$ cat src/rtl/sreg_ctrl_pkg.sv
// Shared types and helpers for the serial shift-chain load controller.
package sreg_ctrl_pkg;

  // Controller phases: accept, serialise, latch, return old contents.
  typedef enum logic [1:0] {
    StIdle   = 2'd0,
    StShift  = 2'd1,
    StUpdate = 2'd2,
    StResp   = 2'd3
  } state_e;

  localparam int unsigned DefaultN = 8;

  // Width of the slot counter; a single-cycle slot still needs one bit.
  function automatic int unsigned slot_cnt_w(input int unsigned div);
    return (div <= 1) ? 1 : $clog2(div);
  endfunction

endpackage

$ cat src/rtl/sreg_slot_cnt.sv
// Bit/slot counter: DIV cycles per slot, N slots per load.
module sreg_slot_cnt
  import sreg_ctrl_pkg::*;
#(
  parameter int unsigned N   = DefaultN,
  parameter int unsigned DIV = 1
) (
  input  logic clk_i,
  input  logic reset_i,
  input  logic clr_i,
  input  logic en_i,
  output logic slot_last_o,
  output logic bit_last_o
);

  localparam int unsigned SlotW = slot_cnt_w(DIV);
  localparam int unsigned BitW  = $clog2(N + 1);
  localparam logic [SlotW-1:0] SlotMax = SlotW'(DIV - 1);
  localparam logic [BitW-1:0]  BitMax  = BitW'(N - 1);

  logic [SlotW-1:0] slot_q, slot_d;
  logic [BitW-1:0]  bit_q, bit_d;

  assign slot_last_o = (slot_q == SlotMax);
  assign bit_last_o  = (bit_q == BitMax);

  // Slot counter wraps each slot; bit counter advances on the slot's last cycle.
  always_comb begin
    slot_d = slot_q;
    bit_d  = bit_q;
    if (clr_i) begin
      slot_d = '0;
      bit_d  = '0;
    end else if (en_i) begin
      if (slot_last_o) begin
        slot_d = '0;
        bit_d  = bit_q + 1'b1;
      end else begin
        slot_d = slot_q + 1'b1;
      end
    end
  end

  // Counter registers with synchronous reset.
  always_ff @(posedge clk_i) begin
    if (reset_i) begin
      slot_q <= '0;
      bit_q  <= '0;
    end else begin
      slot_q <= slot_d;
      bit_q  <= bit_d;
    end
  end

endmodule

$ cat src/rtl/sreg_load_ctrl.sv
// Loads a parallel word MSB-first into a serial chain, captures the old
// contents from the chain tail, pulses update and returns the old word.
module sreg_load_ctrl
  import sreg_ctrl_pkg::*;
#(
  parameter int unsigned N   = DefaultN,
  parameter int unsigned DIV = 1
) (
  input  logic         clk,
  input  logic         reset,
  input  logic         req_valid,
  output logic         req_ready,
  input  logic [N-1:0] req_data,
  output logic         sin,
  output logic         shift_en,
  input  logic         sout,
  output logic         update,
  output logic         busy,
  output logic         rsp_valid,
  input  logic         rsp_ready,
  output logic [N-1:0] rsp_data
);

  state_e       state_q, state_d;
  logic [N-1:0] sr_q, sr_d;
  logic [N-1:0] cap_q, cap_d;
  logic [N-1:0] rsp_q, rsp_d;
  logic         slot_last;
  logic         bit_last;

  // Counters run only while shifting and are held clear otherwise.
  sreg_slot_cnt #(
    .N  (N),
    .DIV(DIV)
  ) u_slot_cnt (
    .clk_i      (clk),
    .reset_i    (reset),
    .clr_i      (state_q != StShift),
    .en_i       (state_q == StShift),
    .slot_last_o(slot_last),
    .bit_last_o (bit_last)
  );

  assign busy     = (state_q != StIdle);
  assign rsp_data = rsp_q;

  // Next-state and strobe decode.
  always_comb begin
    state_d   = state_q;
    sr_d      = sr_q;
    cap_d     = cap_q;
    rsp_d     = rsp_q;
    req_ready = 1'b0;
    sin       = 1'b0;
    shift_en  = 1'b0;
    update    = 1'b0;
    rsp_valid = 1'b0;
    unique case (state_q)
      StIdle: begin
        req_ready = 1'b1;
        if (req_valid) begin
          sr_d    = req_data;
          cap_d   = '0;
          state_d = StShift;
        end
      end
      StShift: begin
        // sin follows the MSB, so it is stable across the whole slot.
        sin = sr_q[N-1];
        if (slot_last) begin
          shift_en = 1'b1;
          cap_d    = {cap_q[N-2:0], sout};
          sr_d     = {sr_q[N-2:0], 1'b0};
          if (bit_last) state_d = StUpdate;
        end
      end
      StUpdate: begin
        update  = 1'b1;
        rsp_d   = cap_q;
        state_d = StResp;
      end
      StResp: begin
        rsp_valid = 1'b1;
        if (rsp_ready) state_d = StIdle;
      end
      default: state_d = StIdle;
    endcase
  end

  // State and datapath registers with synchronous reset.
  always_ff @(posedge clk) begin
    if (reset) begin
      state_q <= StIdle;
      sr_q    <= '0;
      cap_q   <= '0;
      rsp_q   <= '0;
    end else begin
      state_q <= state_d;
      sr_q    <= sr_d;
      cap_q   <= cap_d;
      rsp_q   <= rsp_d;
    end
  end

endmodule

$ cat config.mk
export PLATFORM = sky130hd
export DESIGN_NAME = sreg_load_ctrl
export DESIGN_NICKNAME = d
export VERILOG_FILES = /design/src/rtl/sreg_ctrl_pkg.sv /design/src/rtl/sreg_slot_cnt.sv /design/src/rtl/sreg_load_ctrl.sv
export SDC_FILE = /design/constraint.sdc
export NUM_CORES = 1
export LEC_CHECK = 0
export ABC_CLOCK_PERIOD_IN_PS = 2600
export CAP_MARGIN = 20
export CORE_MARGIN = 5
export CORE_UTILIZATION = 45
export CTS_CLUSTER_SIZE = 10
export DETAILED_ROUTE_END_ITERATION = 8
export PLACE_DENSITY_LB_ADDON = 0.12
export SLEW_MARGIN = 20
export SYNTH_ARGS = -nofsm -noshare
export SYNTH_HDL_FRONTEND = slang
export SYNTH_SLANG_ARGS = --single-unit
$ cat constraint.sdc
create_clock -name clk -period 2.6 [get_ports clk]
set_input_delay 0.52 -clock clk [delete_from_list [all_inputs] [get_ports clk]]
set_output_delay 0.52 -clock clk [all_outputs]
set_load 0.03 [all_outputs]
Yosys cells after proc, flatten, opt, wreduce, memory -nomap -nowiden
Index checks and enable logic that the tools add are counted.
{"block": "totals", "regBits": 31, "out_inout_bits": 14, "wordCells": 43}
{"block": "op_classes", "add_sub_neg": 2, "eq_ne": 9, "muxes": 18, "bitwise": 1, "n_reduce_logical": 7}
{"cell": "two-way mux 8 bit", "count": 4}
{"cell": "case mux 8 bit (2 select lines)", "count": 2}
{"cell": "two-way mux 2 bit", "count": 4}
{"cell": "!= test 2 bit, second input constant", "count": 4}
{"cell": "case mux 2 bit (4 select lines)", "count": 1}
{"cell": "two-way mux 1 bit", "count": 7}
{"cell": "adder 4 x 1 -> 4 bit, second input constant", "count": 1}
{"cell": "== test 2 bit, second input constant", "count": 2}
{"cell": "== test 4 x 3 -> 1 bit, second input constant", "count": 1}
{"cell": "AND reduction 4 bit", "count": 1}
{"cell": "nonzero test 2 bit", "count": 2}
{"cell": "AND reduction 3 bit", "count": 1}
{"cell": "== test 2 x 1 -> 1 bit, second input constant", "count": 1}
{"cell": "zero test 2 bit", "count": 1}
{"cell": "!= test 2 x 1 -> 1 bit, second input constant", "count": 1}
{"cell": "AND reduction 2 bit", "count": 1}
{"cell": "OR reduction 2 bit", "count": 1}
{"cell": "adder 1 bit, second input constant", "count": 1}
{"cell": "NOT 1 bit", "count": 1}

Logic depth before layout (Yosys ltp)
Gate-level depths: netlist of the first run.
{"block": "logic_depth", "word_depth": 4, "ltp_mapped": 7}

Modules after synthesis
From an unflattened synthesis of the first run, not the netlist that was laid out.
{"block": "unflattened", "cells_unflattened": 147, "hier_area_um2": 1491.4}
{"mod": "sreg_load_ctrl", "n_inst": 1, "cells_each": 127, "area_each_um2": 1296.2}
{"mod": "sreg_slot_cnt", "n_inst": 1, "cells_each": 20, "area_each_um2": 195.2}

Least setup slack after synthesis of the first run
Ideal clock, no wire load.
{"block": "synth_path", "path_kind": "register to output", "startpoint": "register state_q[1]", "endpoint": "output sin", "arrival_time_ns": 1.605, "required_time_ns": 2.080, "setup_slack_ns": 0.475, "stages_incl_launch_ff": 6, "path_cell_list": "dfxtp_1 inv_1 ha_1 buf_2 buf_2 and2_1"}
{"block": "synth_via", "elab_chain_cells": 2}
{"item": "start: declaration", "line_no": "sreg_load_ctrl.sv:24", "source": "state_e state_q, state_d;"}
{"item": "start signal: assignment", "line_no": "sreg_load_ctrl.sv:93", "source": "state_q <= StIdle;"}
{"item": "start signal: assignment", "line_no": "sreg_load_ctrl.sv:98", "source": "state_q <= state_d;"}
{"item": "== test 2 x 1 -> 1 bit", "line_no": "sreg_load_ctrl.sv:58", "source": "unique case (state_q)"}
{"item": "two-way mux 1 bit", "line_no": "sreg_load_ctrl.sv:58"}
{"item": "end: declaration", "line_no": "sreg_load_ctrl.sv:14", "source": "output logic sin,"}
Every way passes these cells.

Worst setup path after layout of the first run
{"block": "layout_path", "startpoint": "register state_q[0]", "endpoint": "output req_ready"}
{"block": "layout_via", "elab_chain_cells": 2}
{"item": "zero test 2 bit", "line_no": "sreg_load_ctrl.sv:58"}
{"item": "two-way mux 1 bit", "line_no": "sreg_load_ctrl.sv:58"}
{"item": "end: declaration", "line_no": "sreg_load_ctrl.sv:12", "source": "output logic req_ready,"}
Every way passes these cells.

==> impl_metrics.yaml, run 1 <==
run_status:
  outcome: "complete, no violations"
sta:
  max_freq_mhz: 419.8
  finalCritPeriodShare_pct: 91.62
  slew_viol_final: 0
  min_period_ps: 2382
  hold_viol_final: 0
  rsz0062_at_grt: "no"
  timing.hold.ws_ps: 465.4
  clock_skew_ps: 4.466
  setup_viol: 0
  finalSetupTns_ps: 0
  slew_headroom_pct: 56.79
  tightest_slew_ps: 646.1
  setup_slack_ps: 217.8
placement:
  place_inst: 178
  place_hpwl_mm: 1.791
  dp_worst_setup_slack_ps: 560.6
  io_buffers: 26
  gp_congestion: 0.8093
  placed_cell_area_mm2: 0.001578
floorplanning:
  die_area_mm2: 0.004041
  ios: 27
  die_h_um: 63.57
  initial_utilization_pct: 46.82
  die_x_um: 63.57
  coreArea_mm2: 0.002758
  placement_rows: 19
setup_path:
  reg2reg_setup_slack_ps: 930
  worst-setup-path-type: "register to primary output"
  path_max_fanout: 8
  cp-start-kind: "register"
  cp_data_required_time_ps: 2080
  critPathArrivalTime_ps: 1860
  worst_setup_path_end_kind: "primary output"
clock_tree:
  htreeDepth: 2
  clockBufferDepth: 2
  post-cts-setup-buffers: 0
  holdBufCountCts: 0
  clk_latency_ps: 320
  cts_root_buf: "clkbuf_4"
  clk_pin_slew_worst_paths_ps: 80
  cts.repair.resized: 0
  cts-buffers-inserted: 5
  cts.sinks: 30
  tritoncts: "done"
global_route:
  grt_pass1_vias: 980
  antenna_found_initial: 0
  gr-total-overflow: 0
  grt_max_degree: 18
  grt_pass1_wl_mm: 4.291
  grt_use_total_pct: 13.01
logic_synthesis:
  yosysUniqueCellTypes: 28
  synth-seq-cells: 30
  synth.net_count: 143
  ys_seq_area_share_pct: 46.51
  avgSynthCellArea_um2: 10.33
  synth_cells: 125
  synthTopCellsByArea: "dfxtp_1 (47%), mux2i_1 (12%), nor2_1 (7.8%)"
  yosys_warnings: 0
  yosysTopAreaCell: "dfxtp_1"
  yosysTopAreaCellShare_pct: 46.51
  synthesis.area_mm2: 0.001291
cells_and_area:
  area_growth_pct: 26.16
  nets: 172
  regArea_um2: 600.6
  diodes: 0
  post_layout_nonfiller_instances: 184
  final_util_pct: 59.07
  design_area_mm2: 0.001629
  multi_input_area_um2: 621.8
  drive_gt1_share_pct: 13.73
  nFillCells: 252
worst_hold_path:
  min_path_type: "register to register"
route:
  viasPerCell: 5.310
  vias: 977
  dr.pass1.iters: 4
  ant_nets: 0
  drc: 0
  drt-total-wl_mm: 2.473
  routedWlPerCell_um: 13.44
  drt_iter0_drc: 26
power:
  static-leakage-power_nw: 0.6043
  ir_worst_vdd_mv: 0.6176
  power.total_mw: 1.526
  powerDensity_mw_per_mm2: 936.9
job:
  drv_cap: 0
## power breakdown
group          internal, mW  leakage, nW  switching, mW
Sequential            0.529        0.244         0.0397
Combinational         0.296        0.330          0.397
Clock                 0.122       0.0302          0.143
## area by class of cell
| cell class | instances | area share (%) |
|---|---|---|
| Clock buffer | 6 | 3.149 |
| Timing Repair Buffer | 31 | 18.28 |
| Tap cell | 31 | 2.381 |
| Inverter | 5 | 1.152 |
| Sequential cell | 30 | 36.87 |
| Multi-Input combinational cell | 81 | 38.17 |
## per-layer routing
metal	vias to the layer above	track usage, %	wire (um)
li1	495	-	-
met2	20	21.32	1205
met3	2	5.329	92
met4	0	3.117	16
met1	460	15.74	1159
met5	-	0	0
## critical path, stage by stage (launching register included)
cell and delay (ps):
dfxtp_1 340, inv_1 110, ha_1 360, clkdlybuf4s50_1 740
## worst paths after layout
| kind | from | endpoint | cells past startpoint |
|---|---|---|---|
| worst max-delay path | state_q[0] | req_ready | 3 |
| worst min register to register | u_slot_cnt.bit_q[0] | u_slot_cnt.bit_q[0] | 1 |
| worst max register to register | state_q[0] | sr_q[0] | 5 |
| worst min-delay path | u_slot_cnt.bit_q[0] | u_slot_cnt.bit_q[0] | 1 |
## synth_stat cells
cell type / count
a2111oi_0: 1
xor2_1: 1
nand4b_1: 1
buf_1: 1
ha_1: 5
a21oi_1: 1
nand2b_1: 4
nor2b_1: 1
a211oi_2: 7
nor2_1: 27
a32oi_1: 8
buf_2: 4
nand3b_1: 1
nand2_1: 1
buf_6: 1
and2_1: 1
mux2i_1: 16
inv_2: 1
inv_1: 4
a211oi_1: 1
clkbuf_1: 2
dfxtp_1: 30
nand3_1: 1
buf_4: 1
a221o_1: 1
mux2i_2: 1
mux2_4: 1
xnor2_1: 1
## placed cells by master, fill, tap and decap left out, drive strengths merged
master and n:
a2111oi 1, a211oi 8, a21oi 1, a221o 1, a32oi 8, and2 1, buf 5, clkbuf 6
clkdlybuf4s50 26, dfxtp 30, ha 5, inv 5, mux2 1, mux2i 17, nand2 1, nand2b 4
nand3 1, nand3b 1, nand4b 1, nor2 27, nor2b 1, xnor2 1, xor2 1
## sequential cells by signal, indices dropped and copies added (netlist names)
name and cells:
sr_q 8, state_q 2, rsp_data 8, cap_q 8
u_slot_cnt.bit_q 4
## logic make-up (layout without fill, tap and decap cells)
logic type	after synthesis	after routing	synth area share (%)
mux	18	18	14.63
xor+xnor	2	2	1.357
flops	30	30	46.51
simple gates	37	37	12.69
compound gates	19	19	14.63
buf+inv	14	42	5.329
fa+ha+maj	5	5	4.845
No activity file was read; power rests on OpenSTA's default activity.
==> run 2, diff against run 1 <==
Settings changed: TNS_END_PERCENT set to 1.
==> results of run 2 <==
Same layout as run 1: the final DEF is identical, and so are final timing and power.
